==> src/rtl/snake_line_renderer_if.sv <==
// Bundle between the game-state logic / VGA timing generator (master side)
// and the snake line renderer (slave side).
//   Master drives : pixel_xpos/ypos, line_req, line_y, food_x/y, cur_len,
//                   seg_x/seg_y (flattened, segment 0 = head in the LSBs)
//   Slave drives  : pixel_data (RGB565), scan_busy, scan_ovf, hit_w, hit_self
interface snake_line_renderer_if #(
  parameter int COORD_W = 10,
  parameter int LEN_W   = 6,
  parameter int MAX_LEN = 32
);
  logic [COORD_W-1:0]         pixel_xpos;
  logic [COORD_W-1:0]         pixel_ypos;
  logic                       line_req;
  logic [COORD_W-1:0]         line_y;
  logic [COORD_W-1:0]         food_x;
  logic [COORD_W-1:0]         food_y;
  logic [LEN_W-1:0]           cur_len;
  logic [MAX_LEN*COORD_W-1:0] seg_x;
  logic [MAX_LEN*COORD_W-1:0] seg_y;
  logic [15:0]                pixel_data;
  logic                       scan_busy;
  logic                       scan_ovf;
  logic                       hit_w;
  logic                       hit_self;

  modport master (
    output pixel_xpos, pixel_ypos, line_req, line_y, food_x, food_y,
           cur_len, seg_x, seg_y,
    input  pixel_data, scan_busy, scan_ovf, hit_w, hit_self
  );

  modport slave (
    input  pixel_xpos, pixel_ypos, line_req, line_y, food_x, food_y,
           cur_len, seg_x, seg_y,
    output pixel_data, scan_busy, scan_ovf, hit_w, hit_self
  );
endinterface

==> src/rtl/snake_line_renderer.sv <==
// Snake-game pixel renderer. Each upcoming scan line is rasterised into a
// ping-pong line buffer (bank = line[0]) one segment per cycle, so snake
// length scales without a wide comparator tree. A 2-stage pixel pipeline
// then colours the current scan position from border/food/buffer flags.
// Also produces registered wall-hit and frame-delayed self-hit flags.
// Ports:
//   vga_clk   : pixel clock
//   sys_rst_n : asynchronous active-low reset
//   bus       : snake_line_renderer_if.slave (scan position, line request,
//               game state in; pixel_data and status flags out)
module snake_line_renderer #(
  parameter int H_DISP     = 640,
  parameter int V_DISP     = 480,
  parameter int SIDE_W     = 10,
  parameter int BLOCK_LOG2 = 4,
  parameter int MAX_LEN    = 32,
  parameter int COORD_W    = 10,
  parameter int LEN_W      = 6
) (
  input  logic                 vga_clk,
  input  logic                 sys_rst_n,
  snake_line_renderer_if.slave bus
);

  localparam int BLOCK_W = 1 << BLOCK_LOG2;
  localparam int COLS    = H_DISP >> BLOCK_LOG2;
  localparam int COL_W   = $clog2(COLS);
  localparam int IDX_W   = (MAX_LEN > 1) ? $clog2(MAX_LEN) : 1;
  localparam int XC_W    = COORD_W - BLOCK_LOG2;

  // Constants one bit wider than a coordinate so coord+BLOCK_W never wraps.
  localparam logic [COORD_W:0] C_BLK    = (COORD_W+1)'(BLOCK_W);
  localparam logic [COORD_W:0] C_SIDE   = (COORD_W+1)'(SIDE_W);
  localparam logic [COORD_W:0] C_HDISP  = (COORD_W+1)'(H_DISP);
  localparam logic [COORD_W:0] C_RIGHT  = (COORD_W+1)'(H_DISP - SIDE_W);
  localparam logic [COORD_W:0] C_BOTTOM = (COORD_W+1)'(V_DISP - SIDE_W);
  localparam logic [COORD_W:0] C_HX_MAX = (COORD_W+1)'(H_DISP - SIDE_W - BLOCK_W);
  localparam logic [COORD_W:0] C_HY_MAX = (COORD_W+1)'(V_DISP - SIDE_W - BLOCK_W);
  localparam logic [XC_W:0]    C_COLS   = (XC_W+1)'(COLS);
  localparam logic [LEN_W-1:0] C_MAXLEN = LEN_W'(MAX_LEN);

  typedef enum logic {S_IDLE, S_SCAN} state_t;

  // Colour priority: border > food > head > odd body > even body > background
  function automatic logic [15:0] f_colour(input logic       border,
                                           input logic       food,
                                           input logic [1:0] code);
    if (border)         return 16'h8A22;
    else if (food)      return 16'hFFFF;
    else if (code == 2'd1) return 16'hF800;
    else if (code == 2'd2) return 16'hFD20;
    else if (code == 2'd3) return 16'h7FFA;
    else                return 16'h0000;
  endfunction

  state_t               r_state;
  state_t               w_state_nxt;
  logic [COORD_W-1:0]   r_line_l;
  logic [IDX_W-1:0]     r_idx;
  logic                 r_ovf;
  logic                 r_self_acc;
  logic                 r_hit_self;
  logic                 r_hit_w;
  logic [1:0]           r_buf [2][COLS];

  logic                 r_border_p1;
  logic                 r_food_p1;
  logic [1:0]           r_code_p1;
  logic [15:0]          r_pixel_p2;

  logic                 w_start;
  logic                 w_seg_act;
  logic                 w_busy;
  logic [LEN_W-1:0]     w_len_cl;
  logic [IDX_W-1:0]     w_idx_init;
  logic [COORD_W-1:0]   w_sx;
  logic [COORD_W-1:0]   w_sy;
  logic [COORD_W-1:0]   w_hx;
  logic [COORD_W-1:0]   w_hy;
  logic [XC_W-1:0]      w_wcol;
  logic                 w_col_ok;
  logic                 w_y_hit;
  logic [1:0]           w_wcode;
  logic                 w_self_set;
  logic                 w_frame;
  logic                 w_hit_w;
  logic [COORD_W-1:0]   w_px;
  logic [COORD_W-1:0]   w_py;
  logic [XC_W-1:0]      w_rcol;
  logic [1:0]           w_rcode;
  logic                 w_border;
  logic                 w_food;

  // ---------------- segment under scan and head ----------------
  assign w_sx = bus.seg_x[r_idx*COORD_W +: COORD_W];
  assign w_sy = bus.seg_y[r_idx*COORD_W +: COORD_W];
  assign w_hx = bus.seg_x[COORD_W-1:0];
  assign w_hy = bus.seg_y[COORD_W-1:0];

  assign w_len_cl   = (bus.cur_len > C_MAXLEN) ? C_MAXLEN : bus.cur_len;
  assign w_idx_init = IDX_W'(w_len_cl - LEN_W'(1));

  assign w_wcol   = w_sx[COORD_W-1:BLOCK_LOG2];
  assign w_col_ok = {1'b0, w_wcol} < C_COLS;
  assign w_y_hit  = (w_sy <= r_line_l) &&
                    ({1'b0, r_line_l} < ({1'b0, w_sy} + C_BLK));
  assign w_wcode  = (r_idx == '0) ? 2'd1 : (r_idx[0] ? 2'd2 : 2'd3);

  assign w_self_set = (r_state == S_SCAN) && (r_idx != '0) &&
                      (w_sx == w_hx) && (w_sy == w_hy);
  assign w_frame    = bus.line_req && (bus.line_y == '0);

  assign w_hit_w = ({1'b0, w_hx} < C_SIDE) || ({1'b0, w_hx} > C_HX_MAX) ||
                   ({1'b0, w_hy} < C_SIDE) || ({1'b0, w_hy} > C_HY_MAX);

  // ---------------- rasteriser FSM ----------------
  always_ff @(posedge vga_clk or negedge sys_rst_n) begin
    if (!sys_rst_n) r_state <= S_IDLE;
    else            r_state <= w_state_nxt;
  end

  always_comb begin
    w_state_nxt = r_state;
    case (r_state)
      S_IDLE: if (bus.line_req && (w_len_cl != '0)) w_state_nxt = S_SCAN;
      S_SCAN: begin
        // A new request aborts and restarts exactly like a request from IDLE.
        if (bus.line_req)        w_state_nxt = (w_len_cl != '0) ? S_SCAN : S_IDLE;
        else if (r_idx == '0)    w_state_nxt = S_IDLE;
        else                     w_state_nxt = S_SCAN;
      end
      default: w_state_nxt = S_IDLE;
    endcase
  end

  always_comb begin
    w_start   = bus.line_req;
    w_busy    = (r_state == S_SCAN);
    w_seg_act = (r_state == S_SCAN) && !bus.line_req;
  end

  always_ff @(posedge vga_clk or negedge sys_rst_n) begin
    if (!sys_rst_n) begin
      r_line_l   <= '0;
      r_idx      <= '0;
      r_ovf      <= 1'b0;
      r_self_acc <= 1'b0;
      r_hit_self <= 1'b0;
      r_hit_w    <= 1'b0;
    end else begin
      r_hit_w <= w_hit_w;
      if (w_start) begin
        r_line_l <= bus.line_y;
        r_idx    <= w_idx_init;
      end else if (w_seg_act) begin
        r_idx <= r_idx - IDX_W'(1);
      end
      if (w_start && (r_state == S_SCAN)) r_ovf <= 1'b1;
      // Frame boundary publishes the accumulated flag; a same-cycle set wins.
      if (w_frame) r_hit_self <= r_self_acc;
      if (w_self_set)   r_self_acc <= 1'b1;
      else if (w_frame) r_self_acc <= 1'b0;
    end
  end

  // Line buffers. Descending scan means lower indices overwrite higher ones,
  // which gives the head priority without extra logic.
  always_ff @(posedge vga_clk or negedge sys_rst_n) begin
    if (!sys_rst_n) begin
      for (int b = 0; b < 2; b++)
        for (int c = 0; c < COLS; c++)
          r_buf[b][c] <= 2'd0;
    end else if (w_start) begin
      for (int c = 0; c < COLS; c++)
        r_buf[bus.line_y[0]][c] <= 2'd0;
    end else if (w_seg_act && w_y_hit && w_col_ok) begin
      r_buf[r_line_l[0]][w_wcol[COL_W-1:0]] <= w_wcode;
    end
  end

  // ---------------- pixel pipeline ----------------
  assign w_px     = bus.pixel_xpos;
  assign w_py     = bus.pixel_ypos;
  assign w_rcol   = w_px[COORD_W-1:BLOCK_LOG2];
  assign w_rcode  = ({1'b0, w_px} < C_HDISP) ? r_buf[w_py[0]][w_rcol[COL_W-1:0]] : 2'd0;
  assign w_border = ({1'b0, w_px} < C_SIDE) || ({1'b0, w_px} >= C_RIGHT) ||
                    ({1'b0, w_py} < C_SIDE) || ({1'b0, w_py} >= C_BOTTOM);
  assign w_food   = (bus.food_x <= w_px) &&
                    ({1'b0, w_px} < ({1'b0, bus.food_x} + C_BLK)) &&
                    (bus.food_y <= w_py) &&
                    ({1'b0, w_py} < ({1'b0, bus.food_y} + C_BLK));

  // Stage p1: region flags and buffer code
  always_ff @(posedge vga_clk or negedge sys_rst_n) begin
    if (!sys_rst_n) begin
      r_border_p1 <= 1'b0;
      r_food_p1   <= 1'b0;
      r_code_p1   <= 2'd0;
    end else begin
      r_border_p1 <= w_border;
      r_food_p1   <= w_food;
      r_code_p1   <= w_rcode;
    end
  end

  // Stage p2: colour resolve
  always_ff @(posedge vga_clk or negedge sys_rst_n) begin
    if (!sys_rst_n) r_pixel_p2 <= 16'h0000;
    else            r_pixel_p2 <= f_colour(r_border_p1, r_food_p1, r_code_p1);
  end

  assign bus.pixel_data = r_pixel_p2;
  assign bus.scan_busy  = w_busy;
  assign bus.scan_ovf   = r_ovf;
  assign bus.hit_w      = r_hit_w;
  assign bus.hit_self   = r_hit_self;

endmodule
==> src/flat_wrapper.sv <==
// flat-port wrapper written by rule: the top's interface ports become plain ports
module snake_line_renderer_flat 
#(
  parameter int H_DISP     = 640,
  parameter int V_DISP     = 480,
  parameter int SIDE_W     = 10,
  parameter int BLOCK_LOG2 = 4,
  parameter int MAX_LEN    = 32,
  parameter int COORD_W    = 10,
  parameter int LEN_W      = 6
)
  (vga_clk, sys_rst_n, bus_pixel_xpos, bus_pixel_ypos, bus_line_req, bus_line_y, bus_food_x, bus_food_y, bus_cur_len, bus_seg_x, bus_seg_y, bus_pixel_data, bus_scan_busy, bus_scan_ovf, bus_hit_w, bus_hit_self);
  snake_line_renderer_if #(.COORD_W(COORD_W), .LEN_W(LEN_W), .MAX_LEN(MAX_LEN)) bus_i ();
  input  logic vga_clk;
  input  logic sys_rst_n;
  input wire logic [$bits(bus_i.pixel_xpos)-1:0] bus_pixel_xpos;
  input wire logic [$bits(bus_i.pixel_ypos)-1:0] bus_pixel_ypos;
  input wire logic [$bits(bus_i.line_req)-1:0] bus_line_req;
  input wire logic [$bits(bus_i.line_y)-1:0] bus_line_y;
  input wire logic [$bits(bus_i.food_x)-1:0] bus_food_x;
  input wire logic [$bits(bus_i.food_y)-1:0] bus_food_y;
  input wire logic [$bits(bus_i.cur_len)-1:0] bus_cur_len;
  input wire logic [$bits(bus_i.seg_x)-1:0] bus_seg_x;
  input wire logic [$bits(bus_i.seg_y)-1:0] bus_seg_y;
  output wire logic [$bits(bus_i.pixel_data)-1:0] bus_pixel_data;
  output wire logic [$bits(bus_i.scan_busy)-1:0] bus_scan_busy;
  output wire logic [$bits(bus_i.scan_ovf)-1:0] bus_scan_ovf;
  output wire logic [$bits(bus_i.hit_w)-1:0] bus_hit_w;
  output wire logic [$bits(bus_i.hit_self)-1:0] bus_hit_self;
  assign bus_i.pixel_xpos = bus_pixel_xpos;
  assign bus_i.pixel_ypos = bus_pixel_ypos;
  assign bus_i.line_req = bus_line_req;
  assign bus_i.line_y = bus_line_y;
  assign bus_i.food_x = bus_food_x;
  assign bus_i.food_y = bus_food_y;
  assign bus_i.cur_len = bus_cur_len;
  assign bus_i.seg_x = bus_seg_x;
  assign bus_i.seg_y = bus_seg_y;
  assign bus_pixel_data = bus_i.pixel_data;
  assign bus_scan_busy = bus_i.scan_busy;
  assign bus_scan_ovf = bus_i.scan_ovf;
  assign bus_hit_w = bus_i.hit_w;
  assign bus_hit_self = bus_i.hit_self;
  snake_line_renderer #(.H_DISP(H_DISP), .V_DISP(V_DISP), .SIDE_W(SIDE_W), .BLOCK_LOG2(BLOCK_LOG2), .MAX_LEN(MAX_LEN), .COORD_W(COORD_W), .LEN_W(LEN_W)) u_core (.vga_clk(vga_clk), .sys_rst_n(sys_rst_n), .bus(bus_i));
endmodule
==> config.mk <==
export PLATFORM = sky130hd
export DESIGN_NAME = snake_line_renderer_flat
export DESIGN_NICKNAME = d
export VERILOG_FILES = /design/src/rtl/snake_line_renderer_if.sv /design/src/rtl/snake_line_renderer.sv /design/src/flat_wrapper.sv
export SDC_FILE = /design/constraint.sdc
export NUM_CORES = 1
export LEC_CHECK = 0
export CAP_MARGIN = 10
export CORE_MARGIN = 4
export CORE_UTILIZATION = 25
export DETAILED_ROUTE_END_ITERATION = 10
export PLACE_DENSITY = 0.51
export SYNTH_ARGS = -nofsm -noshare
export SYNTH_HDL_FRONTEND = slang
export SYNTH_SLANG_ARGS = --single-unit
==> constraint.sdc <==
create_clock -name vga_clk -period 13.02 [get_ports vga_clk]
set_input_delay 3.906 -clock vga_clk [delete_from_list [all_inputs] [get_ports vga_clk]]
set_output_delay 3.906 -clock vga_clk [all_outputs]
set_load 0.02 [all_outputs]
-- Word-level counts from Yosys, hierarchy flattened
Index checks and enable logic that the tools add are counted.
- bits in registers: 200
- latch bits: 0
- memory bits (writable): 0
- memory bits (read-only): 0
- logic and storage cells: 356
- memories: 0
- add/subtract/negate cells: 5
- multiply operators: 1
- div/mod/pow operators: 0
- $lt $le $gt $ge: 25
- equality and inequality tests: 5
- shifts and indexed selects: 2
- multiplexer cells: 111
- bitwise gates (word level): 86
- reduce and logical (&&, ||, !) cells: 30
- operator list (cell ; number):
    $and A160 B160 Y160 ; 40
    $not A160 Y160 ; 40
    $demux W80 S1 ; 41
    $shiftx A320 B10 Y10 ; 2
    $mux W80 ; 5
    $mux W160 ; 2
    $bwmux W160 ; 1
    $mux W16 ; 5
    $mux W78 ; 1
    $mux W76 ; 1
    $mux W74 ; 1
    $mux W72 ; 1
    $mux W70 ; 1
    $mux W68 ; 1
    $mux W66 ; 1
    $mux W64 ; 1
    $mux W62 ; 1
    $mux W60 ; 1
    $mux W58 ; 1
    $mux W56 ; 1
    $mux W54 ; 1
    $mux W52 ; 1
    $mux W50 ; 1
    $mux W48 ; 1
    other kinds (59) ; 113

-- Logic depth before layout (Yosys ltp)
- depth after elaboration: 47
- gate-level depth with buffers: 26
- depth with buffers taken out: 17

-- Worst setup path before layout
Ideal clock, no wire load.
- path type: input port to flip-flop
- from: input bus_seg_y[315]
- to: register u_core.r_buf[139] (netlist bit)
- setup time: 0.135 ns
- data arrival time: 7.412 ns
- required time: 12.885 ns
- slack: 5.473 ns
- stages on the path: 17
- path through: mux4_2 > nand2b_1 > a22o_1 > o211ai_1 > o221ai_1 > ha_1 > inv_1 > ha_1 > nand2b_1 > a21oi_1 > a2111oi_0 > o211a_1 > clkbuf_1 > clkbuf_1 > o211ai_1 > a21oi_1 > o22ai_1
- longest elaborated chain between the ends: 7
- elaborated cells between the ends (all ways): 8
- RTL lines (element ; line ; text):
    start, declared ; flat_wrapper.sv:24 ; input wire logic [$bits(bus_i.seg_y)-1:0] bus_seg_y;
    $shiftx A320 B10 Y10 (*) ; snake_line_renderer.sv:96 ; assign w_sy = bus.seg_y[r_idx*COORD_W +: COORD_W];
    $add A10 B5 Y11 ; snake_line_renderer.sv:106 ; ({1'b0, r_line_l} < ({1'b0, w_sy} + C_BLK));
    $lt A10 B11 Y1 ; snake_line_renderer.sv:106 ;
    $logic_and A1 B1 Y1 (*) ; snake_line_renderer.sv:105 ; assign w_y_hit = (w_sy <= r_line_l) &&
    $logic_and A1 B1 Y1 (*) (2 in series) ; snake_line_renderer.sv:176 ; end else if (w_seg_act && w_y_hit && w_col_ok) begin
    $reduce_bool A2 Y1 (no source line) (*) ; n/a ;
    end signal, assigned by index ; snake_line_renderer.sv:177 ; r_buf[r_line_l[0]][w_wcol[COL_W-1:0]] <= w_wcode;
    end, declared ; snake_line_renderer.sv:64 ; logic [1:0] r_buf [2][COLS];
Every way passes the cells marked *; elsewhere a longest branch is shown, timed or not.
A chain may end at the register's enable or synchronous reset.

-- Worst setup path after layout
- from: input bus_seg_y[98]
- to: register u_core.r_buf[18] (netlist bit)
The elaborated chain is that of the path after synthesis.

==> run_results.csv <==
group,metric,value,unit
floorplanning,die_h,278,µm
cts,cts-root-buf,"clkbuf_16",
yosys,synth_edf_count,0,
placed_design,post-dp-hpwl,79.4,mm
global_route,grt_pass1_vias,19563,
yosys,synth_cells,1884,
hold_path,hold_end,"u_core.bus.scan_ovf",
floorplanning,start_util,25.4,%
timing,setup_viol,0,
global_route,grt_max_degree,97,
cts,numClockSinks,192,
final_layout,final_cell_mix,"714 x clkdlybuf4s50_1, 213 x mux2i_1, 201 x nand2_1",
yosys,yosysUniqueCellTypes,78,
final_layout,area_delta_synth_final,46.4,%
routing,route.detailed.drc,0,
floorplanning,die-area,0.0775,mm²
cts,ctsResizeCount,0,
setup_path,reg2reg_setup_slack,5530,ps
outcome,outcome,"finished clean",
yosys,ys.warnings.count,0,
setup_path,worstSetupPathType,"in2reg",
yosys,avgSynthCellArea,9.70,µm²
timing,rsz0062_at_grt,"false",
timing,fin_worst_skew,9.35,ps
cts,cts_tree,"built",
routing,wl,101,mm
setup_path,rr_worst_depth,15,
timing,fin_crit_sh,70.0,%
timing,worst_pin_slew,1280,ps
routing,wl_per_cell,29.1,µm
timing,hold_slack,488,ps
timing,slew_headroom,14.4,%
routing,dr.pass1.iters,5,
routing,drt_iter0_markers,1423,
cts,htree_levels,4,
power,power,0.00322,W
cts,clockBufferDepth,2,
final_layout,postLayoutCellArea,0.0268,mm²
setup_path,worst_ep_required_time,13360,ps
hold_path,worstHoldPathType,"reg2reg",
placed_design,post_dp_cell_area,0.0262,mm²
yosys,synth-main-ff-cell,"dfrtp_1",
power,vdd_drop_max,91.2,µV
yosys,ys_seq_area_share,26.3,%
yosys,synthArstFlopShare,100,%
global_route,track_usage,24.9,%
cts,cts_setup_buffers,0,
setup_path,timing.rr.start,"u_core.r_idx[0]",
yosys,synth_fp_nets,2651,
hold_path,hold_depth,1,
yosys,synth_area,0.0183,mm²
yosys,synth_top_area_share,26.3,%
cts,cts_hold_buf,0,
floorplanning,core_area,0.0720,mm²
routing,vias,18851,
power,power_density,120,mW/mm²
cts,clk_latency,460,ps
flow_run,drv_cap,0,
floorplanning,io_pins,719,
final_layout,drive_above_1_share,10.5,%
setup_path,critPathLaunchType,"input port",
yosys,synth_seq_cells,192,
yosys,synth_top_area_cell,"dfrtp_1",
routing,via_per_inst,5.45,
timing,fmax,0.110,GHz
timing,drv_slew,0,
hold_path,min_from,"u_core.bus.scan_ovf",
power,p_leak,11.2,nW
cts,cts_buffers,17,
setup_path,critical_path_peak_fanout,42,
floorplanning,rows,98,
final_layout,fin_nets,3261,
setup_path,crit_path_end_kind,"register",
yosys,synth_area_leaders,"dfrtp_1 26%, mux4_2 17%, mux2i_1 12%",
global_route,grt_pass1_wl,142,mm
cts,clk_pin_slew,80,ps
routing,final_antenna_net_count,0,
global_route,gr-total-overflow,0,
global_route,antenna_found_initial,32,
placed_design,routabilityCongestion,0.927,
setup_path,reg2reg_to,"u_core.r_buf[18]",
placed_design,port_buffers,718,
setup_path,cp.arrival,9460,ps
timing,setup_tns,0,ps
floorplanning,die_w,278,µm
timing,fin_crit,9120,ps
final_layout,final_common_cell,"clkdlybuf4s50_1",
timing,hold_viol_final,0,
-- worst max-delay path, stage by stage --
cell             delay (ps)
clkdlybuf4s50_1         400
mux2i_1                 670
a21oi_1                 190
nand3_1                 310
nand4_1                 730
ha_1                    600
nand2_1                  70
o2111ai_1               150
a2111oi_0               370
or3_1                   250
o211a_2                1000
o21ai_1                 240
o211a_1                 280
a221o_1                 260
-- metrics by stage --
stage / cells / setup WS, ps / utilization [%]
final: 3462 / 3900 / 37.2
after global routing: 3461 / 3630 / 37.2
after detailed placement: 3425 / 3540 / 36.3
after global placement: 3425 / 3570 / 36.3
after CTS: 3457 / 4040 / 37.2
after floorplan: 1884 / 5470 / -
-- cells in the mapped netlist, types with 10 or more instances --
master and n:
mux2i_1 213, nand2_1 201, dfrtp_1 192, mux4_2 135, inv_1 112, a21oi_1 89
o211ai_1 88, clkbuf_1 87, o21ai_0 80, ha_1 68, nand3_1 64, o22ai_1 64
a22oi_1 47, nor2_1 43, buf_2 30, nor2b_1 29, buf_4 24, nand4_1 24
o21ai_1 20, a21o_1 19, xnor2_1 19, xor2_1 16, buf_1 14, and3_1 13
mux2_2 13, mux4_1 12, nand2b_1 12, o21a_1 12, a31oi_1 10
-- worst max-delay path by stage --
stage | startpoint | endpoint | slack (ps)
2_1_floorplan | bus_seg_y[315] | u_core.r_buf[139] | 5470
3_3_place_gp | bus_seg_y[73] | u_core.r_buf[18] | 3570
3_5_place_dp | bus_seg_y[73] | u_core.r_buf[18] | 3540
4_1_cts | bus_seg_y[73] | u_core.r_buf[18] | 4040
5_1_grt | bus_seg_y[98] | u_core.r_buf[29] | 3630
6_report | bus_seg_y[98] | u_core.r_buf[18] | 3900
-- sequential cells by signal, summed over array words and instances, names as in the netlist --
register and flops:
u_core.r_line_l 10, u_core.bus.scan_ovf 1, u_core.r_buf 160, u_core.bus.hit_self 1
u_core.r_self_acc 1, u_core.bus.scan_busy 1, u_core.r_food_p1 1, u_core.bus.hit_w 1
u_core.r_border_p1 1, u_core.r_code_p1 2, u_core.bus.pixel_data 8, u_core.r_idx 5
-- per-layer routing --
| layer | vias to the layer above | global-route usage (%) | part of all wire (%) | routed length [µm] |
|---|---|---|---|---|
| met5 | - | 0 | 0.12 | 125 |
| met3 | 121 | 6.28 | 7.6 | 7670 |
| met2 | 884 | 41.5 | 48 | 48300 |
| li1 | 8371 | - | - | - |
| met4 | 20 | 5.87 | 2.5 | 2540 |
| met1 | 9455 | 32.6 | 42 | 42100 |
-- power by group --
group | switching [W] | internal, W
registers | 0.0000616 | 0.000629
clock network | 0.000275 | 0.000275
logic | 0.00122 | 0.000758
total | 0.00156 | 0.00166
-- cell families after synthesis --
group / count (synthesis) / share of synthesized area [%]
AOI/OAI and AO/OA: 496 / 17.9
and+or+nand+nor: 433 / 11.4
muxes: 373 / 30.8
buffers and inverters: 287 / 7.26
DFF: 192 / 26.3
adders and majority gates: 68 / 4.66
xor gates and xnor gates: 35 / 1.68
-- area by class of cell --
type | count | area, µm²
clock buffer | 17 | 425
antenna | 5 | 12.5
tap | 950 | 1190
sequential | 192 | 4820
inverter | 119 | 448
multi-input combinational | 1405 | 12200
clock inverter | 15 | 169
timing repair buffer | 759 | 7500
fill | 7071 | 45200
No activity file was read; power rests on OpenSTA's default activity.
